<file path="src/rtl/booth_r4_seq_mult.sv">
// Sequential radix-4 Booth multiplier. A single recoder/adder slice accumulates one
// partial product per clock; valid/ready handshakes on both operand and result sides.
module booth_r4_seq_mult #(
   parameter int WIDTH = 16
) (
   input  logic                 clk,
   input  logic                 rst,
   input  logic                 in_valid,
   output logic                 in_ready,
   input  logic [WIDTH-1:0]     multiplicand,
   input  logic [WIDTH-1:0]     multiplier,
   input  logic                 is_signed,
   output logic                 out_valid,
   input  logic                 out_ready,
   output logic [2*WIDTH-1:0]   product,
   output logic                 busy
);

   // state | meaning
   // IDLE  | waiting for an operand pair, in_ready high
   // CALC  | one Booth digit recoded and accumulated per clock
   // DONE  | product presented, held until out_ready

   localparam int EW = WIDTH + 2;
   localparam int N  = EW / 2;
   localparam int AW = 2 * EW;
   localparam int CW = (N > 1) ? $clog2(N) : 1;

   typedef enum logic [1:0] {
      IDLE = 2'd0,
      CALC = 2'd1,
      DONE = 2'd2
   } state_t;

   state_t          state;
   state_t          state_nxt;
   logic [CW-1:0]   cnt;
   logic [EW-1:0]   y_sh;
   logic            y_prev;
   logic [AW-1:0]   m_sh;
   logic [AW-1:0]   acc;
   logic [AW-1:0]   pp_mag;
   logic [AW-1:0]   pp_sel;
   logic [AW-1:0]   sum;
   logic            neg;
   logic [2:0]      triplet;
   logic            accept;
   logic            last_iter;

   assign accept    = in_valid & in_ready;
   assign last_iter = (cnt == CW'(N - 1));

   always_ff @(posedge clk) begin
      if (rst) begin
         state <= IDLE;
      end else begin
         state <= state_nxt;
      end
   end

   always_comb begin
      state_nxt = state;
      in_ready  = 1'b0;
      out_valid = 1'b0;
      busy      = 1'b0;
      case (state)
         IDLE: begin
            in_ready = 1'b1;
            if (in_valid) state_nxt = CALC;
         end
         CALC: begin
            busy = 1'b1;
            if (last_iter) state_nxt = DONE;
         end
         DONE: begin
            busy      = 1'b1;
            out_valid = 1'b1;
            if (out_ready) state_nxt = IDLE;
         end
         default: state_nxt = IDLE;
      endcase
   end

   // m_sh already carries the 2i weight, so the digit only selects M or 2M.
   assign triplet = {y_sh[1], y_sh[0], y_prev};

   always_comb begin
      pp_mag = '0;
      neg    = 1'b0;
      case (triplet)
         3'b001, 3'b010: pp_mag = m_sh;
         3'b011:         pp_mag = m_sh << 1;
         3'b100: begin
            pp_mag = m_sh << 1;
            neg    = 1'b1;
         end
         3'b101, 3'b110: begin
            pp_mag = m_sh;
            neg    = 1'b1;
         end
         default: begin
            pp_mag = '0;
            neg    = 1'b0;
         end
      endcase
   end

   // Negation as one's complement with the +1 folded in as the adder carry-in.
   assign pp_sel = neg ? ~pp_mag : pp_mag;
   assign sum    = acc + pp_sel + {{(AW-1){1'b0}}, neg};

   always_ff @(posedge clk) begin
      if (rst) begin
         acc    <= '0;
         cnt    <= '0;
         m_sh   <= '0;
         y_sh   <= '0;
         y_prev <= 1'b0;
      end else if (accept) begin
         acc    <= '0;
         cnt    <= '0;
         y_prev <= 1'b0;
         if (is_signed) begin
            m_sh <= {{(AW-WIDTH){multiplicand[WIDTH-1]}}, multiplicand};
            y_sh <= {{(EW-WIDTH){multiplier[WIDTH-1]}}, multiplier};
         end else begin
            m_sh <= {{(AW-WIDTH){1'b0}}, multiplicand};
            y_sh <= {{(EW-WIDTH){1'b0}}, multiplier};
         end
      end else if (state == CALC) begin
         acc    <= sum;
         cnt    <= cnt + 1'b1;
         m_sh   <= m_sh << 2;
         y_sh   <= y_sh >> 2;
         y_prev <= y_sh[1];
      end
   end

   assign product = acc[2*WIDTH-1:0];

endmodule

</file>
<file path="config.mk">
export PLATFORM = sky130hd
export DESIGN_NAME = booth_r4_seq_mult
export DESIGN_NICKNAME = d
export VERILOG_FILES = /design/src/rtl/booth_r4_seq_mult.sv
export SDC_FILE = /design/constraint.sdc
export NUM_CORES = 1
export LEC_CHECK = 0
export CAP_MARGIN = 20
export CORE_MARGIN = 4
export CORE_UTILIZATION = 35
export CTS_CLUSTER_SIZE = 10
export DETAILED_ROUTE_END_ITERATION = 8
export DONT_BUFFER_PORTS = 1
export SKIP_LAST_GASP = 1
export SYNTH_ARGS = -nofsm -noshare
export SYNTH_HDL_FRONTEND = slang
export SYNTH_SLANG_ARGS = --single-unit
</file>
<file path="constraint.sdc">
create_clock -name clk -period 8.12 [get_ports clk]
set_input_delay 1.218 -clock clk [delete_from_list [all_inputs] [get_ports clk]]
set_output_delay 1.218 -clock clk [all_outputs]
set_load 0.1 [all_outputs]
</file>
==> reports/metrics.cfg <==
[outcome]
status = completed

[floorplanning]
core_sq_um = 16000
die_x_um = 136
row_count = 46
ios = 72
dieHeight_um = 136
start_util_pct = 35.9
dieArea_sq_um = 18500

[logic_synthesis]
yosysWarnings = 0
ys_ff_latch = 88
synth_area_sq_um = 5740
seq_area_frac_synth_pct = 30.7
ys_types = 53
synthArstFlopShare_pct = 0
synth_fp_nets = 752
syn_inst = 672
synth_area_per_cell_sq_um = 8.55
yosys_most_used_dff = dfxtp_1
synth_edf_count = 0

[final_layout]
syn2layout_area_growth_pct = 7.86
drive_gt1_share_pct = 5.40
fin_nets = 723
fin_area_sq_um = 6190
regArea_sq_um = 1760
diodes = 0
filler_cell_count = 1648
multi_input_area_sq_um = 3800

[drt]
dr.pass1.iters = 5
wirelength_um = 13900
vias_per_cell = 5.45
vias = 4709
ant_nets = 0
drt-initial-drc-count = 276
drc = 0
wire_per_inst_um = 16.1

[worst_setup_path]
start_kind = register
cp.required_ns = 8.35
worstSetupPathType = register to register
crit_arrival_ns = 4.71
critPathMaxFanout = 33
end_kind = register

[run]
drv_cap = 0

[sta]
hold_viol = 0
slew_viol_final = 0
fmax_ghz = 0.223
skew_ns = 0.00752
period_share_pct = 55.2
maxSlewHeadroom_pct = 22.3
min_period_ns = 4.48
setup-tns-final_ns = 0
setup-violations-final = 0
worstMarginPinSlew_ns = 1.16
grt_setup_unrepaired = false

[pwr]
power.density_nw_per_um2 = 251
power.leakage_nw = 2.40
peakVddDrop_v = 0.000178

[hold_path]
holdCritPathClass = register to register

[global_route]
antenna_found_initial = 0
grt_busiest_layer = met2
met1_usage_pct = 20.7
grt_pass1_vias = 4588
met3_usage_pct = 4.52
grtUsageMet2_pct = 23.2
grt_max_degree = 80
grt_remaining_overflow = 0
track_usage_pct = 15.4
grt_pass1_wl_um = 23100

[cts]
tritoncts = built
cts_hold_buf = 0
cts.htree.levels = 3
cts_sinks = 88
post_cts_buffers = 0
insertion_delay_ns = 0.35
ctsRootBufferMaster = clkbuf_16
max-clock-path-buffers = 2
path_clk_slew_ns = 0.07
postCtsResizedCells = 0
numCtsBuffers = 9

[placed_design]
routabilityCongestion = 0.859
dp_hpwl_um = 10200
io_buffers = 0
placed_area_sq_um = 5890

[state kept, by name, indices dropped and copies added, names as in the netlist]
name and cells:
y_prev 1, state 2, cnt 4, m_sh 32, acc 32, y_sh 17
[worst paths after layout]
path / cells past startpoint / slack, ns / startpoint / endpoint
setup / recovery: 14 / 3.64 / y_sh[0] / acc[24]
hold / removal: 2 / 0.50 / m_sh[31] / m_sh[31]
setup reg to reg: 14 / 3.64 / y_sh[0] / acc[24]
hold reg to reg: 2 / 0.50 / m_sh[31] / m_sh[31]
[cell usage after synthesis (2+ instances only)]
master | instances | share of area (%)
dfxtp_1 | 88 | 31
nor2_1 | 87 | 5.7
a21oi_1 | 54 | 4.7
mux2i_1 | 53 | 9.2
xor2_1 | 44 | 6.7
ha_1 | 42 | 9.2
a211oi_1 | 38 | 5.0
clkbuf_1 | 37 | 2.4
a22oi_1 | 31 | 4.1
nand2_1 | 27 | 1.8
nor3_1 | 22 | 1.9
a21o_1 | 17 | 2.2
nand3_1 | 17 | 1.5
xnor2_1 | 16 | 2.4
o21ai_0 | 13 | 1.1
inv_1 | 8 | 0.52
buf_1 | 7 | 0.46
nand2b_1 | 6 | 0.65
nor2b_1 | 5 | 0.54
o21a_1 | 5 | 0.65
a211o_1 | 4 | 0.61
nand4_1 | 4 | 0.44
o21bai_1 | 4 | 0.52
a311oi_1 | 3 | 0.46
and3_1 | 3 | 0.33
o21ai_1 | 3 | 0.26
a311o_1 | 2 | 0.35
and2_1 | 2 | 0.22
nand3b_1 | 2 | 0.26
nand4b_1 | 2 | 0.31
nor4_1 | 2 | 0.22
o31ai_4 | 2 | 0.74
or3_1 | 2 | 0.22
[cell families (layout without fill, tap and decap cells)]
logic type | Yosys count | after routing | synth area share (%)
AO/OA/AOI/OAI | 188 | 188 | 22.8
AND/OR/NAND/NOR | 187 | 187 | 15.1
XOR/XNOR | 60 | 60 | 9.15
buffers and inverters | 52 | 28 | 3.40
flip-flops | 88 | 88 | 30.7
adder cells (fa/ha/maj) | 43 | 43 | 9.50
multiplexers | 54 | 54 | 9.43
[critical path, cell delays in order, from the launching register on]
cell       delay (ns)
dfxtp_1          0.39
inv_1            0.09
ha_1             0.92
a22oi_1          0.23
xor2_1           0.22
fa_1             0.47
a21o_1           0.22
a221oi_2         0.39
nor4b_2          0.12
o2111ai_2        0.31
o31ai_4          0.12
o21a_1           0.21
o31ai_2          0.23
mux2i_1          0.11
a311o_1          0.32
[routing by layer]
metal / wire (um) / up-vias
li1: - / 2394
met5: 0 / -
met1: 6760 / 2195
met2: 5920 / 104
met3: 996 / 16
met4: 231 / 0
[stage by stage]
step | cells | utilization (%) | hold WS, ns | setup slack [ns] | power (mW)
2_1_floorplan | 672 | - | 0.464 | 4.18 | 1.04
3_3_place_gp | 848 | 36.8 | 0.467 | 3.83 | 1.13
3_5_place_dp | 848 | 36.8 | 0.489 | 3.66 | 1.14
4_1_cts | 864 | 38.7 | 0.501 | 3.62 | 1.57
5_1_grt | 864 | 38.7 | 0.522 | 3.37 | 1.65
6_report | 864 | 38.7 | 0.497 | 3.64 | 1.55
[layout by cell type (no fill, tap or decap), types with 2 or more instances in the layout]
| master | n |
|---|---|
| dfxtp_1 | 88 |
| nor2_1 | 87 |
| a21oi_1 | 54 |
| mux2i_1 | 53 |
| xor2_1 | 44 |
| ha_1 | 41 |
| a211oi_1 | 38 |
| a22oi_1 | 31 |
| nand2_1 | 26 |
| nor3_1 | 22 |
| nand3_1 | 17 |
| a21o_1 | 17 |
| xnor2_1 | 16 |
| o21ai_0 | 13 |
| clkbuf_16 | 9 |
| inv_1 | 8 |
| nand2b_1 | 6 |
| nor2b_1 | 5 |
| o21a_1 | 5 |
| nand4_1 | 4 |
| o21bai_1 | 4 |
| a211o_1 | 4 |
| buf_4 | 4 |
| and3_1 | 3 |
| a311oi_1 | 3 |
| o21ai_1 | 3 |
| clkbuf_8 | 3 |
| o31ai_4 | 2 |
| and2_1 | 2 |
| nor4_1 | 2 |
| nand4b_1 | 2 |
| or3_1 | 2 |
| a311o_1 | 2 |
| nand3b_1 | 2 |
| clkinv_4 | 2 |
| inv_6 | 2 |
[report_power, final]
group          internal (mW)  switching [mW]  total [mW]  leakage [nW]
clock                  0.236           0.186       0.422         0.150
combinational          0.196           0.324       0.520          1.52
sequential             0.486           0.127       0.613         0.721
total                  0.918           0.636        1.55          2.40
[final cells by class]
type,count,share of cell area (%)
multi-input cells,532,61.4
clock buffers,12,4.30
inverters,8,0.485
flip-flops and latches,88,28.4
repair buffers,4,0.485
well taps,216,4.36
clock inverters,4,0.566
Note: power is estimated with default switching activity, not from simulation.
